[src/rtl/uart_pkg.sv]
// Definitions shared by the UART transmitter and receiver: one-hot frame
// states, parity codes and the parity-enable helper.
package uart_pkg;

  typedef enum logic [5:0] {
    IDLE   = 6'b000001,
    START  = 6'b000010,
    DATA   = 6'b000100,
    PARITY = 6'b001000,
    STOP   = 6'b010000,
    DONE   = 6'b100000
  } state_t;

  localparam int PAR_ODD  = 1;
  localparam int PAR_EVEN = 2;

  function automatic logic parity_en(input int code);
    return (code == PAR_ODD) || (code == PAR_EVEN);
  endfunction

endpackage

[src/rtl/uart_tx.sv]
// UART transmitter: start bit, data LSB first, optional parity, 1 or 2 stop
// bits, timed by an oversampled tick from the shared baud generator.
//
// state  | meaning
// IDLE   | line high, waiting for tx_start
// START  | driving the start bit (low)
// DATA   | driving shift_reg[bit_index]
// PARITY | driving the parity bit (odd = XOR, even = XNOR of the data)
// STOP   | driving stop bit(s) high
// DONE   | one-clk completion pulse, then back to IDLE
module uart_tx
  import uart_pkg::*;
#(
  parameter int BAUD              = 9600,
  parameter int clk_freq          = 50_000_000,
  parameter int oversampling_rate = 16,
  parameter int data_wd           = 8,
  parameter int parity            = 1,
  parameter int stop_bits         = 1
) (
  input  logic               clk,
  input  logic               rst,
  input  logic               tick,
  input  logic               tx_start,
  input  logic [data_wd-1:0] din,
  output logic               tx,
  output logic               tx_busy,
  output logic               tx_done
);

  localparam int TW = $clog2(oversampling_rate);
  localparam int BW = $clog2(data_wd);
  localparam logic [TW-1:0] TICK_LAST = TW'(oversampling_rate - 1);
  localparam logic [BW-1:0] BIT_LAST  = BW'(data_wd - 1);
  localparam logic PAR_ON   = parity_en(parity);
  localparam logic TWO_STOP = (stop_bits == 2);

  if (oversampling_rate < 2 || data_wd < 5 || data_wd > 9 || BAUD < 1 || clk_freq < BAUD)
  begin : g_bad_param
    $error("uart_tx: illegal parameter combination");
  end

  state_t             state, state_n;
  logic [TW-1:0]      tick_count, tick_count_n;
  logic [BW-1:0]      bit_index, bit_index_n;
  logic               stop_count, stop_count_n;
  logic [data_wd-1:0] shift_reg, shift_reg_n;
  logic               tx_r, tx_n;
  logic               bit_end;
  logic               par_bit;

  assign bit_end = tick && (tick_count == TICK_LAST);
  assign par_bit = (parity == PAR_ODD) ? ^shift_reg : ~^shift_reg;

  always_comb begin
    state_n      = state;
    tick_count_n = tick_count;
    bit_index_n  = bit_index;
    stop_count_n = stop_count;
    shift_reg_n  = shift_reg;

    // The counter restarts at every bit boundary, so non-power-of-two rates work.
    if (state != IDLE && state != DONE && tick)
      tick_count_n = bit_end ? '0 : tick_count + 1'b1;

    unique case (state)
      IDLE: begin
        if (tx_start) begin
          shift_reg_n  = din;
          tick_count_n = '0;
          bit_index_n  = '0;
          stop_count_n = 1'b0;
          state_n      = START;
        end
      end
      START: begin
        if (bit_end) begin
          bit_index_n = '0;
          state_n     = DATA;
        end
      end
      DATA: begin
        if (bit_end) begin
          if (bit_index == BIT_LAST)
            state_n = PAR_ON ? PARITY : STOP;
          else
            bit_index_n = bit_index + 1'b1;
        end
      end
      PARITY: begin
        if (bit_end)
          state_n = STOP;
      end
      STOP: begin
        if (bit_end) begin
          if (TWO_STOP && !stop_count)
            stop_count_n = 1'b1;
          else
            state_n = DONE;
        end
      end
      DONE:    state_n = IDLE;
      default: state_n = IDLE;
    endcase

    // The line level is computed from the next state so tx changes on the same edge.
    tx_n = 1'b1;
    case (state_n)
      START:   tx_n = 1'b0;
      DATA:    tx_n = shift_reg_n[bit_index_n];
      PARITY:  tx_n = par_bit;
      default: tx_n = 1'b1;
    endcase
  end

  always_ff @(posedge clk or posedge rst) begin
    if (rst) begin
      state      <= IDLE;
      tick_count <= '0;
      bit_index  <= '0;
      stop_count <= 1'b0;
      shift_reg  <= '0;
      tx_r       <= 1'b1;
    end else begin
      state      <= state_n;
      tick_count <= tick_count_n;
      bit_index  <= bit_index_n;
      stop_count <= stop_count_n;
      shift_reg  <= shift_reg_n;
      tx_r       <= tx_n;
    end
  end

  assign tx      = tx_r;
  assign tx_busy = (state != IDLE) && (state != DONE);
  assign tx_done = (state == DONE);

endmodule

[config.mk]
export PLATFORM = sky130hd
export DESIGN_NAME = uart_tx
export DESIGN_NICKNAME = d
export VERILOG_FILES = /design/src/rtl/uart_pkg.sv /design/src/rtl/uart_tx.sv
export SDC_FILE = /design/constraint.sdc
export NUM_CORES = 1
export LEC_CHECK = 0
export BUFFER_PORTS_ARGS = -buffer_cell sky130_fd_sc_hd__buf_4
export CAP_MARGIN = 30
export CORE_MARGIN = 2
export CORE_UTILIZATION = 35
export CTS_BUF_LIST = sky130_fd_sc_hd__clkbuf_2
export CTS_CLUSTER_DIAMETER = 120
export CTS_CLUSTER_SIZE = 40
export DETAILED_ROUTE_END_ITERATION = 10
export PLACE_DENSITY_LB_ADDON = 0.05
export REMOVE_ABC_BUFFERS = 1
export SYNTH_ARGS = -nofsm -noshare
export SYNTH_HDL_FRONTEND = slang
export SYNTH_SLANG_ARGS = --single-unit
[constraint.sdc]
create_clock -name clk -period 2.3 [get_ports clk]
set_input_delay 0.46 -clock clk [delete_from_list [all_inputs] [get_ports clk]]
set_output_delay 0.46 -clock clk [all_outputs]
set_load 0.05 [all_outputs]
# ---- Yosys cells after proc, flatten, opt, wreduce, memory -nomap -nowiden
# Index checks and enable logic that the tools add are counted.
dict set report word_totals {
  reg_bits 22
  out_inout_bits 3
}
dict set report classes {
  n_addsub 2
  n_reduce_logical 4
  mux 21
  eq_ne 13
  order_cmp 1
}
# operator count
set op_table {}
lappend op_table {{two-way mux 6 bit} 6}
lappend op_table {{one-hot mux 6 bit (5 select lines)} 1}
lappend op_table {{two-way mux 4 bit} 4}
lappend op_table {{two-way mux 8 bit} 2}
lappend op_table {{== test 6 x 2 -> 1 bit (second input constant)} 2}
lappend op_table {{== test 6 x 3 -> 1 bit (second input constant)} 2}
lappend op_table {{== test 6 x 4 -> 1 bit (second input constant)} 2}
lappend op_table {{two-way mux 3 bit} 4}
lappend op_table {{one-hot mux 3 bit (3 select lines)} 1}
lappend op_table {{XOR reduction 8 bit} 1}
lappend op_table {{== test 6 x 1 -> 1 bit (second input constant)} 1}
lappend op_table {{== test 6 x 5 -> 1 bit (second input constant)} 1}
lappend op_table {{== test 6 bit (second input constant)} 1}
lappend op_table {{inequality test 6 x 1 -> 1 bit (second input constant)} 1}
lappend op_table {{inequality test 6 bit (second input constant)} 1}
lappend op_table {{adder 4 x 1 -> 4 bit (second input constant)} 1}
lappend op_table {{== test 4 bit (second input constant)} 1}
lappend op_table {{< comparator 3 x 4 -> 1 bit (second input constant)} 1}
lappend op_table {{adder 3 x 1 -> 3 bit (second input constant)} 1}
lappend op_table {{binary-select mux 1 bit (select 3 bit)} 1}
lappend op_table {{== test 3 bit (second input constant)} 1}
lappend op_table {{logical AND 1 bit} 3}
lappend op_table {{one-hot mux 1 bit (3 select lines)} 1}
lappend op_table {{two-way mux 1 bit} 1}

# ---- Depth between registers and ports, before layout
dict set report depth {
  ltp_word 7
  depth_mapped 9
}

# ---- Worst setup path before layout
# No wires, ideal clock.
dict set report synth_timing {
  kind {reg-to-reg}
  from {register tick_count[0]}
  to {register tx_r (netlist: tx)}
  path_buffers 1
  arrival_time_ps 2023
  slack_ps 190
  required_time_ps 2213
  path_stages_with_launch 10
  synth_period_minus_slack_ps 2110
  cell_sequence {dfrtp_1 -> ha_1 -> and4_4 -> buf_6 -> o21ai_2 -> a31oi_1 -> nor2_2 -> mux2_2 -> o221ai_2 -> o211ai_2}
}
dict set report synth_between {
  elab_chain_cells 7
}
# element line
set synth_lines {}
lappend synth_lines {{start, declared} uart_tx.sv:44} ;# logic [TW-1:0] tick_count, tick_count_n;
lappend synth_lines {{start signal, assigned} uart_tx.sv:126} ;# tick_count <= tick_count_n;
lappend synth_lines {{== test 4 bit (*)} uart_tx.sv:52} ;# assign bit_end = tick && (tick_count == TICK_LAST);
lappend synth_lines {{logical AND 1 bit (*)} uart_tx.sv:52}
lappend synth_lines {{two-way mux 3 bit, on equally long branches} {uart_tx.sv:83, uart_tx.sv:77}}
lappend synth_lines {{one-hot mux 3 bit (3 select lines) (*)} uart_tx.sv:66} ;# unique case (state)
lappend synth_lines {{net bit_index_n[0]} uart_tx.sv:45} ;# logic [BW-1:0] bit_index, bit_index_n;
lappend synth_lines {{binary-select mux 1 bit (select 3 bit) (*)} uart_tx.sv:110} ;# DATA: tx_n = shift_reg_n[bit_index_n];
lappend synth_lines {{two-way mux 1 bit (implied by the code) (*)} uart_tx.sv:110}
lappend synth_lines {{one-hot mux 1 bit (3 select lines) (*)} uart_tx.sv:108} ;# case (state_n)
lappend synth_lines {{net tx_n} uart_tx.sv:48} ;# logic tx_r, tx_n;
lappend synth_lines {{end signal, assigned} uart_tx.sv:130} ;# tx_r <= tx_n;
lappend synth_lines {{end, declared} uart_tx.sv:48}
# The timed path passes the listed nets; every way through them passes the cells marked *. The select of a mux whose other input is x is not followed.

# ---- Final worst setup path
# Ends and elaborated chain as after synthesis.

==> impl_metrics.json <==
{
  "status": "finished, final reports clean",
  "hold_viol": 0,
  "timing.fmax_mhz": 448,
  "grt_pass1_wl_mm": 4.62,
  "dpl.hpwl_mm": 1.96,
  "yosys_warnings": 0,
  "totalWireLength_mm": 2.65,
  "cts.sinks": 22,
  "cts_hold_buf": 0,
  "worst_slew_pin_slew_ns": 0.440,
  "io_pins": 15,
  "dp.cells": 208,
  "num_vias": 1067,
  "synth_edf_count": 0,
  "die_w_um": 65.5,
  "stdcell_count": 211,
  "rsz0062_at_grt": "yes",
  "first_iter_violations": 82,
  "synth_top_area_cell": "dfrtp_1",
  "drc_errors": 0,
  "cts_buffers": 3,
  "synth_seq_area_share_pct": 41.8,
  "busiest_layer": "met2",
  "antenna_cells": 0,
  "syn_area_per_cell_sq_um": 9.06,
  "finalSetupViolations": 0,
  "synth_most_common_cell": "nand2_1",
  "arrival_ns": 2.49,
  "synthToLayoutAreaGrowth_pct": 16.1,
  "p_leak_nw": 0.725,
  "slowest_delay_ns": 0.45,
  "path_depth": 8,
  "synthTopCellsByArea": "dfrtp_1 38%, nand2_1 10%, xnor2_1 5.3%",
  "grt_pass1_vias": 1032,
  "path_clk_slew_ns": 0.19,
  "drtPass1Iterations": 4,
  "powerDensity_nw_per_um2": 1070,
  "grt_max_degree": 23,
  "htree_levels": 1,
  "skew_ns": 0.00391,
  "fin_setup_tns_ns": 0,
  "synthArstFlopShare_pct": 100,
  "fp.dieH_um": 65.5,
  "vdd_drop_max_v": 0.000511,
  "worstRegToRegCells": 8,
  "min_period_ns": 2.23,
  "io_buffers": 14,
  "synth.top_cell.area_share_pct": 37.8,
  "cts.path.max_buffers": 2,
  "met1_usage_pct": 18.9,
  "cpMaxStageDelayCell": "dfrtp_1",
  "vias_per_cell": 5.06,
  "crit_family": "compound AO/OA/AOI/OAI gates",
  "grt_overflow": 0,
  "use_met3_pct": 1.71,
  "endpoint_kind": "flip-flop",
  "cp-start-kind": "flip-flop",
  "ys_seq_elements": 22,
  "rows": 22,
  "timing.critical_path.buf_inv": 0,
  "initial_core_util_pct": 36.4,
  "cts_tree": "built",
  "ys.flop_type": "dfrtp_1",
  "syn_inst": 146,
  "hold_class": "primary input to asynchronous set/reset pin",
  "grt_usage_pct": 13.9,
  "post-route-util_pct": 42.3,
  "antenna_found_initial": 0,
  "grt_use_met2_pct": 23.0,
  "layout-drive-gt1-share_pct": 23.3,
  "synthDistinctLibCells": 43,
  "path_cells": "ha_1 -> and4_4 -> o21ai_4 -> a31oi_1 -> nor2_2 -> mux2_1 -> o221ai_2 -> o211ai_2",
  "gp_congestion": 0.816,
  "slew_viol_final": 0,
  "slew_headroom_pct": 70.5,
  "final_net_count": 179,
  "cts-root-buf": "clkbuf_2",
  "fin_crit_sh_pct": 97.1,
  "synth_area_sq_um": 1320,
  "core_area_sq_um": 3630,
  "synth_commonest_cells": "36 x nand2_1, 20 x dfrtp_1, 14 x nor2_1, 8 x xnor2_1, 6 x a21oi_1",
  "hold-worst-slack_ns": 0.152,
  "largest_register_ffs": 8,
  "crit_required_ns": 2.56,
  "critical_path.max_fanout": 9,
  "wl_per_cell_um": 12.6,
  "postCtsSetupBuffers": 0,
  "die_area_sq_um": 4290,
  "drtAntennaViolNets": 0,
  "crit_type": "flip-flop to flip-flop",
  "max_cap_violations": 0,
  "clock_latency_ns": 0.31
}
## report_power, final
part | switching, W | internal (W)
Clock | 0.000108 | 0.0000356
Combinational | 0.000449 | 0.000402
Sequential | 0.000130 | 0.000516
Total | 0.000687 | 0.000954
## kinds of logic after synthesis
group           Yosys count  share of synthesized area, %
simple gates             76                          28.8
xor+xnor                  9                          5.96
buf+inv                   9                          3.69
compound gates           24                          14.5
flops                    22                          41.8
mux                       4                          3.41
fa+ha+maj                 2                          1.89
## layout make-up
type,instances,area (sq um)
repair buffers,18,135
multi-input cells,115,753
well taps,48,60.1
inverters,5,18.8
fillers,381,2100
flip-flops and latches,22,553
clock buffers,3,15.0
## routing by layer
metal	share of wire, %	vias to the layer above
met5	0	-
met4	0.68	0
met3	1.9	2
met2	48	15
met1	49	506
li1	-	544
## worst paths after layout
check	slack (ns)	to	start
hold reg to reg	0.55	shift_reg[6]	shift_reg[6]
setup reg to reg	0.07	tx	tick_count[0]
min in group clk	0.32	shift_reg[4]	din[4]
setup / recovery	0.07	tx	tick_count[0]
hold / removal	0.15	state[5]	rst
max in group asynchronous	1.87	tx	rst
## worst min-delay path, delay by kind of cell
| family | cells | cell delay [ns] |
|---|---|---|
| buffers and inverters | 3 | 0.43 |
## cells in the final DEF (no fill, tap or decap), types with 2 or more instances in the layout
master / Yosys / routed
nand2_1: 36 / 36
nand2b_1: 3 / 3
mux2_2: 3 / 3
inv_1: 5 / 5
nor3b_1: 2 / 2
o21a_1: 2 / 2
dfrtp_1: 20 / 20
dfstp_2: 2 / 2
xnor2_1: 8 / 8
nand3_1: 5 / 4
ha_1: 2 / 2
nor3_1: 2 / 2
clkbuf_2: 0 / 3
a31oi_1: 2 / 2
nor2_1: 14 / 14
and2b_1: 2 / 2
buf_4: 0 / 18
a21oi_1: 6 / 6
nand4_1: 3 / 3
## what timing repair did
item	4_1_cts	5_1_grt
gates cloned	0	0
endpoints found under the setup margin	1	2
resized for setup	2	5
pin swaps	0	2
## per-stage QoR
step                total power, W  worst slack, ns  cell area [sq um]
floorplan                  0.00129            0.273               1290
global placement           0.00147            0.101               1490
detailed placement         0.00148           0.0594               1490
CTS                        0.00164          0.00192               1510
global route               0.00179          -0.0304               1540
finish                     0.00164           0.0668               1540
No activity file was read; power rests on OpenSTA's default activity.
